$ cat src/rtl/conv_sched_pkg.sv
`default_nettype none
// +------------------------------------------------------------------------+
// | conv_sched_pkg: shared types for the convolution job scheduler         |
// | Rev 1.0                                                                |
// +------------------------------------------------------------------------+
package conv_sched_pkg;

  typedef enum logic [2:0] {
    ST_IDLE   = 3'd0,
    ST_LOAD   = 3'd1,
    ST_START  = 3'd2,
    ST_SETTLE = 3'd3,
    ST_RUN    = 3'd4,
    ST_DONE   = 3'd5,
    ST_ERR    = 3'd6
  } sched_state_e;

  typedef enum logic [1:0] {
    MOD_0 = 2'd0,
    MOD_1 = 2'd1,
    MOD_2 = 2'd2,
    MOD_3 = 2'd3
  } conv_mod_e;

  // Descriptor layout, MSB first: {mod[1:0], just_add, tag[TAG_W-1:0]}
  localparam int unsigned c_desc_fixed_w = 3;

  function automatic int unsigned desc_width(input int unsigned tag_w);
    return c_desc_fixed_w + tag_w;
  endfunction

endpackage
`default_nettype wire

$ cat src/rtl/sched_job_fifo.sv
`default_nettype none
// +------------------------------------------------------------------------+
// | sched_job_fifo: synchronous descriptor FIFO with flush and head peek   |
// | Rev 1.0                                                                |
// +------------------------------------------------------------------------+
module sched_job_fifo
  import conv_sched_pkg::*;
#(
  parameter int unsigned DEPTH = 4,
  parameter int unsigned WIDTH = 7
) (
  input  logic             clk,
  input  logic             rst,
  input  logic             push,
  input  logic             pop,
  input  logic             flush,
  input  logic [WIDTH-1:0] wr_data,
  output logic [WIDTH-1:0] rd_data,
  output logic             full,
  output logic             empty
);

  localparam int unsigned c_ptr_w = (DEPTH > 1) ? $clog2(DEPTH) : 1;

  logic [WIDTH-1:0]   r_mem [DEPTH];
  logic [c_ptr_w-1:0] r_wr_ptr;
  logic [c_ptr_w-1:0] r_rd_ptr;
  logic [c_ptr_w:0]   r_count;
  logic               w_do_push;
  logic               w_do_pop;

  assign full      = (r_count == (c_ptr_w + 1)'(DEPTH));
  assign empty     = (r_count == '0);
  assign rd_data   = r_mem[r_rd_ptr];
  assign w_do_push = push & ~full;
  assign w_do_pop  = pop & ~empty;

  always_ff @(posedge clk) begin
    if (w_do_push && !flush) begin
      r_mem[r_wr_ptr] <= wr_data;
    end
  end

  // Pointers wrap naturally since DEPTH is a power of two
  always_ff @(posedge clk) begin
    if (rst || flush) begin
      r_wr_ptr <= '0;
      r_rd_ptr <= '0;
      r_count  <= '0;
    end else begin
      if (w_do_push) r_wr_ptr <= r_wr_ptr + c_ptr_w'(1);
      if (w_do_pop)  r_rd_ptr <= r_rd_ptr + c_ptr_w'(1);
      case ({w_do_push, w_do_pop})
        2'b10:   r_count <= r_count + (c_ptr_w + 1)'(1);
        2'b01:   r_count <= r_count - (c_ptr_w + 1)'(1);
        default: r_count <= r_count;
      endcase
    end
  end

endmodule
`default_nettype wire

$ cat src/rtl/conv_job_scheduler.sv
`default_nettype none
// +------------------------------------------------------------------------+
// | conv_job_scheduler: queues conv job descriptors and sequences the      |
// | controller one job at a time, with watchdog and completion counting.   |
// | Rev 1.0                                                                |
// +------------------------------------------------------------------------+
module conv_job_scheduler
  import conv_sched_pkg::*;
#(
  parameter int unsigned QUEUE_DEPTH    = 4,
  parameter int unsigned TAG_W          = 4,
  parameter int unsigned SETTLE_CYCLES  = 2,
  parameter int unsigned TIMEOUT_CYCLES = 4096,
  parameter int unsigned CNT_W          = 8
) (
  input  logic             clk,
  input  logic             rst,
  input  logic             job_valid,
  output logic             job_ready,
  input  logic [1:0]       job_mod,
  input  logic             job_just_add,
  input  logic [TAG_W-1:0] job_tag,
  input  logic             abort,
  output logic             ctrl_start,
  output logic [1:0]       ctrl_mod,
  output logic             ctrl_just_add,
  input  logic             ctrl_full_done,
  output logic             busy,
  output logic             job_done,
  output logic [TAG_W-1:0] job_done_tag,
  output logic             timeout_err,
  output logic [CNT_W-1:0] jobs_completed
);

  localparam int unsigned c_desc_w = desc_width(TAG_W);
  localparam int unsigned c_set_w  = (SETTLE_CYCLES > 1) ? $clog2(SETTLE_CYCLES) : 1;
  localparam int unsigned c_wd_w   = (TIMEOUT_CYCLES > 0) ? $clog2(TIMEOUT_CYCLES + 1) : 1;
  localparam bit          c_wd_en  = (TIMEOUT_CYCLES != 0);
  localparam logic [c_set_w-1:0] c_set_last =
      c_set_w'((SETTLE_CYCLES > 0) ? (SETTLE_CYCLES - 1) : 0);
  localparam logic [c_wd_w-1:0] c_wd_last =
      c_wd_w'((TIMEOUT_CYCLES > 0) ? (TIMEOUT_CYCLES - 1) : 0);

  sched_state_e        r_state;
  sched_state_e        w_next;
  logic [c_set_w-1:0]  r_settle_cnt;
  logic [c_wd_w-1:0]   r_wd_cnt;
  conv_mod_e           r_ctrl_mod;
  logic                r_ctrl_ja;
  logic [TAG_W-1:0]    r_tag;
  logic [CNT_W-1:0]    r_jobs;

  logic                w_push;
  logic                w_pop;
  logic                w_full;
  logic                w_empty;
  logic [c_desc_w-1:0] w_head;

  // A push coinciding with abort is dropped along with the flushed queue
  assign w_push = job_valid & ~w_full & ~abort;
  assign w_pop  = (r_state == ST_LOAD) & ~abort;

  sched_job_fifo #(
    .DEPTH (QUEUE_DEPTH),
    .WIDTH (c_desc_w)
  ) u_fifo (
    .clk     (clk),
    .rst     (rst),
    .push    (w_push),
    .pop     (w_pop),
    .flush   (abort),
    .wr_data ({job_mod, job_just_add, job_tag}),
    .rd_data (w_head),
    .full    (w_full),
    .empty   (w_empty)
  );

  always_comb begin
    w_next = r_state;
    case (r_state)
      ST_IDLE:   if (!w_empty || w_push) w_next = ST_LOAD;
      ST_LOAD:   w_next = ST_START;
      ST_START:  w_next = (SETTLE_CYCLES == 0) ? ST_RUN : ST_SETTLE;
      ST_SETTLE: if (r_settle_cnt == c_set_last) w_next = ST_RUN;
      ST_RUN: begin
        // Completion on the terminal watchdog cycle takes precedence
        if (ctrl_full_done)                      w_next = ST_DONE;
        else if (c_wd_en && r_wd_cnt == c_wd_last) w_next = ST_ERR;
      end
      ST_DONE:   w_next = ST_IDLE;
      ST_ERR:    w_next = ST_ERR;
      default:   w_next = ST_IDLE;
    endcase
    if (abort) w_next = ST_IDLE;
  end

  always_ff @(posedge clk) begin
    if (rst) begin
      r_state      <= ST_IDLE;
      r_settle_cnt <= '0;
      r_wd_cnt     <= '0;
      r_ctrl_mod   <= MOD_0;
      r_ctrl_ja    <= 1'b0;
      r_tag        <= '0;
      r_jobs       <= '0;
    end else begin
      r_state <= w_next;
      if (w_pop) begin
        r_ctrl_mod <= conv_mod_e'(w_head[c_desc_w-1 -: 2]);
        r_ctrl_ja  <= w_head[TAG_W];
        r_tag      <= w_head[TAG_W-1:0];
      end
      r_settle_cnt <= (r_state == ST_SETTLE) ? r_settle_cnt + c_set_w'(1) : '0;
      r_wd_cnt     <= (r_state == ST_RUN)    ? r_wd_cnt + c_wd_w'(1)      : '0;
      if (r_state == ST_RUN && ctrl_full_done && !abort && r_jobs != '1) begin
        r_jobs <= r_jobs + CNT_W'(1);
      end
    end
  end

  assign job_ready      = ~w_full;
  assign ctrl_start     = (r_state == ST_START) & ~abort;
  assign ctrl_mod       = r_ctrl_mod;
  assign ctrl_just_add  = r_ctrl_ja;
  assign busy           = (r_state != ST_IDLE);
  assign job_done       = (r_state == ST_DONE);
  assign job_done_tag   = r_tag;
  assign timeout_err    = (r_state == ST_ERR);
  assign jobs_completed = r_jobs;

endmodule
`default_nettype wire
$ cat config.mk
export PLATFORM = sky130hd
export DESIGN_NAME = conv_job_scheduler
export DESIGN_NICKNAME = d
export VERILOG_FILES = /design/src/rtl/conv_sched_pkg.sv /design/src/rtl/sched_job_fifo.sv /design/src/rtl/conv_job_scheduler.sv
export SDC_FILE = /design/constraint.sdc
export NUM_CORES = 1
export LEC_CHECK = 0
export ABC_AREA = 1
export BUFFER_PORTS_ARGS = -buffer_cell sky130_fd_sc_hd__buf_2
export CORE_UTILIZATION = 35
export DETAILED_ROUTE_END_ITERATION = 7
export PLACE_DENSITY = 0.61
export SLEW_MARGIN = 20
export SYNTH_ARGS = -nofsm -noshare
export SYNTH_HDL_FRONTEND = slang
export SYNTH_SLANG_ARGS = --single-unit
$ cat constraint.sdc
create_clock -name clk -period 2.43 [get_ports clk]
set_clock_uncertainty 0.15 [all_clocks]
set_input_delay 0 -clock clk [delete_from_list [all_inputs] [get_ports clk]]
set_output_delay 0 -clock clk [all_outputs]
set_load 0.02 [all_outputs]
==> results of run 1 <==
cell usage in the layout (no fill, tap or decap), types with 2 or more instances in the layout:
master         instances
nand2_2                9
dfxtp_1               38
buf_2                 31
inv_2                  6
ha_1                   7
a21oi_1               19
dlygate4sd3_1         12
clkbuf_8              11
o21ai_0               26
nand3_1                8
inv_6                  4
o21ai_1                9
nor3_1                 3
nand4_1                2
nand3_2                3
buf_4                  6
nor2_1                45
xnor2_1                2
inv_1                 39
o22ai_1                7
nor2_2                 5
nand2_1               39
edfxtp_1              28
a21oi_2               11
xor2_1                 6
nand3b_1               2
final cells by class:
cell class	count	area, sq um
tap	105	131
multi-input combinational	213	1200
fill	816	4630
inverter	46	178
clock inverter	5	65.1
clock buffer	11	151
sequential	67	1620
timing repair buffer	49	320
per-layer routing:
| metal | vias to the layer above | wire, um |
|---|---|---|
| li1 | 1199 | - |
| met1 | 1061 | 2630 |
| met2 | 29 | 2800 |
| met3 | 7 | 189 |
| met4 | 0 | 72 |
| met5 | - | 0 |
power breakdown:
group / leakage, uW / internal (uW) / switching, uW
Combinational: 0.000753 / 70.7 / 119
Sequential: 0.000570 / 1200 / 18.5
Clock: 0.000111 / 544 / 440
Total: 0.00143 / 1810 / 577
per-stage QoR:
stage / util, % / worst slack [ns] / std cells
CTS: 44.2 / 0.195 / 496
global route: 44.2 / 0.0511 / 496
detailed placement: 40.1 / 0.223 / 468
finish: 44.2 / 0.289 / 496
floorplan: - / 0.355 / 332
global placement: 40.1 / 0.309 / 468
state kept, by name, indices dropped and copies added (netlist names):
name / flops
u_fifo.r_mem: 28
jobs_completed: 8
u_fifo.r_count: 3
ctrl_mod: 2
r_wd_cnt: 13
job_done_tag: 4
r_settle_cnt: 1
u_fifo.r_rd_ptr: 2
ctrl_just_add: 1
r_state: 3
u_fifo.r_wr_ptr: 2
worst max-delay path, stage by stage (launching register included):
cell and delay [ns]:
dfxtp_2 0.39, inv_2 0.07, nor2_2 0.15, nand3_4 0.10
nor2_4 0.12, ha_1 0.15, inv_1 0.07, fa_1 0.38
a21oi_1 0.14, o21ai_0 0.11, o21ai_0 0.15, a21oi_1 0.05
cell families after synthesis:
group           share of synthesized area (%)
compound gates                           13.5
buf+inv                                  7.21
xor+xnor                                 2.31
fa+ha+maj                                3.54
flops                                    53.4
simple gates                             20.1
what timing repair did:
item	in CTS	in global routing
hold endpoints to repair	44	0
buffers inserted	0	0
setup endpoints to repair	0	1
gates resized for setup	0	1
hold buffers	12	0
cell usage after synthesis:
cell / n
nor2_2: 5
clkinv_4: 1
nand3_1: 8
a21oi_2: 11
nand3b_1: 2
nor3_1: 3
xor2_1: 6
inv_1: 39
and3_1: 1
ha_1: 7
o22ai_1: 7
edfxtp_1: 28
nor4_1: 1
buf_2: 3
dfxtp_1: 39
fa_1: 1
xnor2_1: 2
buf_4: 2
or2_1: 1
nand2_4: 1
o21ai_0: 26
a21oi_1: 19
buf_6: 1
nand2_1: 39
inv_2: 6
nor3_4: 1
nand4_1: 2
nor2_4: 1
nor2_1: 45
nor3b_2: 1
nand3_2: 3
and2_1: 1
o21ai_1: 9
nand2_2: 9
nand3_4: 1
worst paths after layout:
check | cells past startpoint | from | endpoint | slack [ns]
setup / recovery | 11 | r_state[0] | u_fifo.r_count[2] | 0.29
hold / removal | 2 | job_just_add | u_fifo.r_mem[2][4] | 0.26
setup reg to reg | 11 | r_state[0] | u_fifo.r_count[2] | 0.29
hold reg to reg | 1 | r_settle_cnt | r_settle_cnt | 0.27
==> summary.txt, run 1 <==
Critical path
  – CP Capture Type: flip-flop
  – Setup CP Type: flip-flop to flip-flop
  – CP required: 2.50 ns
  – Critical path fanouts, max: 6
  – Crit path DAT: 2.21 ns
  – Worst setup SP type: flip-flop

Place
  – HPWL after detailed placement: 4050 um
  – RD Place Congestion: 0.790
  – Area of placed instances: 0.00333 sq mm
  – PortBufs: 31

Clock network
  – Clock root buffer: clkbuf_8
  – Latest clock arrival within the worst-skew pair: 0.34 ns
  – H-tree depth: 3
  – CTS Buffer Depth: 2
  – CTS tree: done
  – Worst-path clk slew: 0.08 ns
  – Clock sinks: 67
  – Inserted Clock Buffers: 9

Logic synthesis
  – Syn Area/Cell: 9.15 sq um
  – Synthesized instance count: 332
  – Dominant cells by area after synthesis: edfxtp_1, dfxtp_1, nor2_1
  – Post-synthesis sequential area ratio: 53.4%
  – Area fraction of the dominant cell type after synthesis: 27.7%
  – Yosys cell types: 35
  – YS warnings: 0
  – Synthesized net count: 352
  – Mapped Area: 0.00304 sq mm
  – Biggest area consumer among synthesized cells: edfxtp_1
  – Register bit count reported by yosys: 67

GRT
  – Pin count of the biggest net entering global routing: 19
  – Grt met3 use: 4.94%
  – GR Util met2: 23.9%
  – GRT Residual Overflow: 0
  – First-pass GRT wire length: 9700 um
  – Vias in the first global route: 2,204
  – Antenna violations before repair: 0
  – Gr busiest metal: met2
  – GR Util met1: 16.3%
  – Global Route Usage Sum: 14.1%

Job
  – MaxCap Viol Count: 0

STA
  – Min cycle time layout: 2.14 ns
  – Setup violators final: 0
  – Fin. Hold Viols: 0
  – Max-slew violations: 0
  – Tcrit/Tclk final: 88.1%
  – RSZ-0062 raised after global routing: no
  – Slew Limit Headroom: 67.6%
  – Setup_tns: 0 ns
  – Fmax: 467 MHz
  – Hold slack: 0.258 ns
  – Worst slew pin tran: 0.486 ns

Die
  – Full die area: 0.00906 sq mm
  – Die width: 95.2 um
  – Die H: 95.2 um
  – Row cnt: 33
  – CORE AREA: 0.00830 sq mm
  – IO Count: 32
  – Starting Density: 36.6%

Routing
  – Router iterations before antenna repair: 4
  – Final wirelength: 5690 um
  – Iter 0 DRT Violations: 57
  – Vias/cell: 4.63
  – Residual DRC: 0
  – Final ANT Viol Nets: 0
  – Via count: 2,296
  – Wirelength per Cell: 11.5 um

Power
  – Pleak: 0.00143 uW
  – Peak supply drop: 0.293 mV
  – PwrDens: 651 mW/mm^2
  – Total power: 2390 uW

Final layout
  – Design area: 0.00367 sq mm
  – Layout cells sized above 1: 24.0%
  – Antenna diodes: 0
  – Layout Nets: 406
  – Layout area overhead: 20.7%

Run status
  – Status: complete, no violations

Min path
  – Min-delay worst type: primary input to flip-flop
Note: power is estimated with default switching activity, not from simulation.
==> run 2, diff against run 1 <==
- clock period: 2.43 -> 2.3 ns (I/O delays scaled with it)
==> summary.txt, run 2 (same netlist as run 1, synthesis figures left out) <==
Run status
  – Status: complete, no violations

Place
  – Inst Count DP: 468 (unchanged)
  – HPWL after detailed placement: 3940 um (-2.7%)
  – PortBufs: 31 (unchanged)
  – RD Place Congestion: 0.808 (+2.3%)

GRT
  – First-pass GRT wire length: 9600 um (-1.0%)
  – Global Route Usage Sum: 14.1% (-0.024 points)
  – Pin count of the biggest net entering global routing: 19 (unchanged)
  – Vias in the first global route: 2,128 (-3.4%)
  – Antenna violations before repair: 0 (unchanged)
  – GRT Residual Overflow: 0 (unchanged)

Routing
  – Router iterations before antenna repair: 4 (unchanged)
  – Wirelength per Cell: 11.4 um (-0.83%)
  – Final ANT Viol Nets: 0 (unchanged)
  – Final wirelength: 5650 um (-0.83%)
  – Vias/cell: 4.61 (-0.35%)
  – Residual DRC: 0 (unchanged)
  – Iter 0 DRT Violations: 64 (+12%)
  – Via count: 2,288 (-0.35%)

STA
  – Min cycle time layout: 2.05 ns (-0.0897 ns)
  – Fmax: 488 MHz (+4.4%)
  – Setup_tns: 0 ns (unchanged)
  – Tcrit/Tclk final: 89.2% (+1.1 points)
  – Slew Limit Headroom: 68.4% (+0.80 points)
  – Hold slack: 0.254 ns (-0.00422 ns)
  – RSZ-0062 raised after global routing: no
  – Setup violators final: 0 (unchanged)
  – Fin. Hold Viols: 0 (unchanged)
  – Max-slew violations: 0 (unchanged)
  – Worst slew pin tran: 0.474 ns (-0.0119 ns)

Clock network
  – Clock sinks: 67 (unchanged)
  – Inserted Clock Buffers: 9 (unchanged)
  – Worst-path clk slew: 0.08 ns (about the same)
  – CTS Buffer Depth: 2 (unchanged)
  – CTS tree: done
  – Latest clock arrival within the worst-skew pair: 0.34 ns (about the same)
  – H-tree depth: 3 (unchanged)
  – Clock root buffer: clkbuf_8
  – Setup bufs post-CTS: 0 (unchanged)

Final layout
  – Area of the multi-input gates: 0.00121 sq mm (+1.0%)
  – Register area: 0.00163 sq mm (+0.23%)
  – Largest register FFs: 28 (unchanged)
  – Leading cell type in the layout, fill and taps excluded: nor2_1
  – Final Instance Count excl. Fillers: 496 (unchanged)
  – Top reg by flops: u_fifo.r_mem
  – Layout cells sized above 1: 24.3% (+0.26 points)
  – Antenna diodes: 0 (unchanged)
  – Layout Nets: 406 (unchanged)
  – Layout area overhead: 20.8%
  – Most frequent cells in the layout: nor2_1, inv_1, nand2_1
  – Filler Cells Inserted: 812 (-0.49%)

Critical path
  – Worst setup SP type: flip-flop
  – Most frequent CP cell: inv_1
  – Worst-path cell chain: inv_1, nand3_1, inv_1, nor2_4, ha_1, inv_1, fa_1, a21oi_1, o21ai_0, o21ai_1, a21oi_1
  – Buf+Inv Stages, Crit Path: 3 (+1)
  – CP peak stage delay: 0.37 ns (-0.02 ns)
  – Crit path DAT: 2.13 ns (-0.08 ns)
  – Setup CP Type: flip-flop to flip-flop
  – Critical path fanouts, max: 5 (-1)
  – CP delay by family, top: adder cells
  – CP Capture Type: flip-flop
  – CP required: 2.38 ns (-0.12 ns)
  – CP max-delay cell: fa_1

Min path
  – Min-delay worst type: primary input to flip-flop

Power
  – PwrDens: 680 mW/mm^2 (+4.4%)
  – Peak supply drop: 0.388 mV (+33%)
  – Pleak: 0.00143 uW (-0.57%)
  – Total power: 2500 uW (+4.5%)

Job
  – MaxCap Viol Count: 0 (unchanged)

Die
  – Row cnt: 33 (unchanged)
  – IO Count: 32 (unchanged)
  – CORE AREA: 0.00830 sq mm (unchanged)
  – Full die area: 0.00906 sq mm (unchanged)
  – Starting Density: 36.6% (unchanged)
  – Die H: 95.2 um (unchanged)
  – Die width: 95.2 um (unchanged)
run 2: routing by layer:
layer	global-route usage (%)	wire, um	vias up
li1	-	-	1199
met5	0	0	-
met4	6.69	90	0
met1	16.9	2650	1054
met3	3.43	177	8
met2	23.6	2730	27
run 2: what timing repair did:
action | CTS | global route
endpoints found under the setup margin | 0 | 1
endpoints found under the hold margin | 44 | 0
hold buffers | 12 | 0
resized for setup | 0 | 6
run 2: layout make-up:
cell class                      instances  area share, %
Clock buffer                            9           3.37
Clock inverter                          7           2.22
Inverter                               46           4.84
Multi-Input combinational cell        213           33.0
Sequential cell                        67           44.3
Tap cell                              105           3.58
Timing Repair Buffer                   49           8.73
run 2: power by group:
part | switching, uW | internal [uW] | total (uW)
clock | 493 | 517 | 1010
sequential | 19.0 | 1260 | 1280
combinational | 127 | 76.1 | 203
total | 639 | 1860 | 2500
run 2: worst paths after layout:
kind / start / to / slack [ns] / depth (start not counted)
min: job_tag[0] / u_fifo.r_mem[1][0] / 0.25 / 2
max reg2reg: u_fifo.r_count[0] / u_fifo.r_count[2] / 0.25 / 11
max: u_fifo.r_count[0] / u_fifo.r_count[2] / 0.25 / 11
min reg2reg: r_settle_cnt / r_settle_cnt / 0.28 / 1
run 2: through the flow:
stage / cell area (sq um) / worst slack (ns) / utilization (%)
6_report: 3670 / 0.249 / 44.2
5_1_grt: 3670 / 0.0138 / 44.2
4_1_cts: 3650 / 0.107 / 44.0
3_5_place_dp: 3330 / 0.130 / 40.1
3_3_place_gp: 3330 / 0.164 / 40.1
2_1_floorplan: 3040 / 0.225 / -
==> run 3, diff against run 2 <==
- CELL_PAD_IN_SITES_DETAIL_PLACEMENT: unset -> 0
- CELL_PAD_IN_SITES_GLOBAL_PLACEMENT: unset -> 2
- CORE_UTILIZATION: 35 -> 33
- PLACE_DENSITY: 0.61 -> 0.85
- SLEW_MARGIN: 20 -> unset
- clock period: 2.3 -> 1.8 ns (I/O delays scaled with it)
==> summary.txt, run 3 (same netlist as run 1, synthesis figures left out) <==
Run status
  – Status: complete, but fails checks
  – Violated checks: DRC, setup timing

STA
  – Max-slew violations: 0 (unchanged)
  – Tcrit/Tclk final: 103% (+14 points)
  – Fin. Hold Viols: 0 (unchanged)
  – Min cycle time layout: 1.85 ns (-0.200 ns)
  – RSZ-0062 raised after global routing: yes
  – Setup violators final: 1 (+1)
  – Worst slew pin tran: 0.336 ns (-0.137 ns)
  – Fmax: 540 MHz (+11%)
  – Slew Limit Headroom: 77.6% (+9.1 points)
  – Final WS setup: -0.0508 ns (-0.300 ns)

Place
  – PortBufs: 31 (unchanged)
  – HPWL after detailed placement: 4370 um (+11%)
  – Inst Count DP: 487 (+4.1%)
  – RD Place Congestion: 0.743 (-8.1%)

Die
  – Die width: 97.9 um (+2.9%)
  – Die H: 97.9 um (+2.9%)
  – Full die area: 0.00959 sq mm (+5.9%)
  – CORE AREA: 0.00881 sq mm (+6.1%)
  – IO Count: 32 (unchanged)
  – Row cnt: 34 (+3.0%)
  – Starting Density: 34.5% (-2.1 points)

Critical path
  – Worst setup SP type: flip-flop
  – CP Capture Type: flip-flop
  – Critical path fanouts, max: 2 (-3)
  – CP required: 1.89 ns (-0.49 ns)
  – Setup CP Type: flip-flop to flip-flop
  – Worst R2R Setup Slack: -0.05 ns (-0.30 ns)
  – Crit path DAT: 1.94 ns (-0.19 ns)

Clock network
  – Clock root buffer: clkbuf_8
  – Inserted Clock Buffers: 9 (unchanged)
  – CTS Buffer Depth: 2 (unchanged)
  – CTS tree: done
  – H-tree depth: 3 (unchanged)
  – Worst-path clk slew: 0.08 ns (about the same)
  – Clock sinks: 67 (unchanged)
  – Latest clock arrival within the worst-skew pair: 0.34 ns (about the same)

Power
  – Peak supply drop: 0.300 mV (-23%)
  – Int Pwr: 2380 uW (+28%)
  – Net Sw Power: 782 uW (+22%)
  – Clock share of power: 38.7% (-1.8 points)
  – Net Sw Frac: 24.8% (-0.85 points)
  – Register share of total power: 51.7% (+0.3 points)
  – Pleak: 0.00152 uW (+6.3%)
  – Comb pwr share: 9.6% (+1.5 points)
  – PwrDens: 827 mW/mm^2 (+22%)
  – Total power: 3160 uW (+27%)

GRT
  – Antenna violations before repair: 0 (unchanged)
  – First-pass GRT wire length: 10,500 um (+9.3%)
  – Vias in the first global route: 2,288 (+7.5%)
  – Pin count of the biggest net entering global routing: 15 (-4)
  – GRT Residual Overflow: 0 (unchanged)
  – Global Route Usage Sum: 14.0% (-0.087 points)

Final layout
  – Most frequent cells in the layout: nor2_1, nand2_1, inv_1, dfxtp_1, buf_2
  – Top reg by flops: u_fifo.r_mem
  – Layout Nets: 424 (+4.4%)
  – Leading cell type in the layout, fill and taps excluded: nor2_1
  – Register area: 0.00163 sq mm (unchanged)
  – Area of the multi-input gates: 0.00123 sq mm (+1.8%)
  – Layout area overhead: 25.7%
  – Antenna diodes: 0 (unchanged)
  – Largest register FFs: 28 (unchanged)
  – Layout cells sized above 1: 29.1% (+4.8 points)
  – Filler Cells Inserted: 868 (+6.9%)
  – Final Instance Count excl. Fillers: 517 (+4.2%)

Job
  – MaxCap Viol Count: 0 (unchanged)

Routing
  – Via count: 2,370 (+3.6%)
  – Residual DRC: 1 (+1)
  – Final ANT Viol Nets: 0 (unchanged)
  – Final wirelength: 6170 um (+9.2%)
  – Wirelength per Cell: 11.9 um (+4.8%)
  – Vias/cell: 4.58 (-0.62%)
  – Router iterations before antenna repair: 6 (+2)
  – Iter 0 DRT Violations: 114 (+78%)

Min path
  – Min-delay worst type: primary input to flip-flop
run 3: changes by cell type in the layout (fill, tap and decap cells not counted), sizes merged:
cell    delta
buf       +18
clkinv     +2
inv        -3
clkbuf     +1
run 3: cell type report:
cell class / count / share of cell area (%)
Clock buffer: 10 / 3.34
Clock inverter: 6 / 1.70
Inverter: 46 / 4.65
Multi-Input combinational cell: 213 / 32.2
Sequential cell: 67 / 42.6
Tap cell: 108 / 3.54
Timing Repair Buffer: 67 / 11.9
run 3: through the flow:
step                      setup WS, ns  utilization (%)  hold slack [ns]  instance area [sq um]  setup TNS, ns
after floorplan                 -0.122                -          -0.0706                   3060         -0.127
after global placement         -0.0665             39.4           0.0580                   3470        -0.0665
after detailed placement        -0.104             39.4           0.0668                   3470         -0.104
after CTS                      -0.0510             43.1           0.0462                   3800        -0.0510
after global routing            -0.219             43.4           0.0936                   3820         -0.227
final                          -0.0508             43.4           0.0623                   3820        -0.0508
run 3: worst paths after layout:
check	start	to	depth (start not counted)
worst min register to register	r_settle_cnt	r_settle_cnt	1
worst min-delay path	abort	jobs_completed[1]	5
worst max register to register	r_state[0]	u_fifo.r_count[2]	11
worst max-delay path	r_state[0]	u_fifo.r_count[2]	11
run 3: critical path: stages, from the launching register on:
cell,delay [ns]
dfxtp_4,0.35
inv_2,0.05
nor2_4,0.10
nand3_4,0.09
nor2_4,0.09
ha_1,0.14
inv_1,0.06
fa_2,0.34
a21oi_1,0.12
o21ai_1,0.09
o21ai_1,0.14
a21oi_1,0.05
run 3: what timing repair did:
item,CTS,global route
hold buffers,12,0
resized for setup,2,7
hold endpoints to repair,46,0
gates cloned,0,0
setup endpoints to repair,1,5
pin swaps,2,2
setup buffers,1,1
run 3: per-layer routing:
metal / wire length, um / part of all wire, % / global-route usage (%)
met2: 2960 / 48 / 22.5
met4: 65 / 1.1 / 4.55
met3: 240 / 3.9 / 4.65
met1: 2910 / 47 / 17.8
met5: 0 / 0 / 0
run 3: power groups by stage:
stage,combinational [uW],clock [uW],sequential (uW)
final,304,1220,1630
after global routing,342,1330,1630
after CTS,302,1260,1630
after detailed placement,277,0,1670
after global placement,276,0,1660
after floorplan,159,0,1680
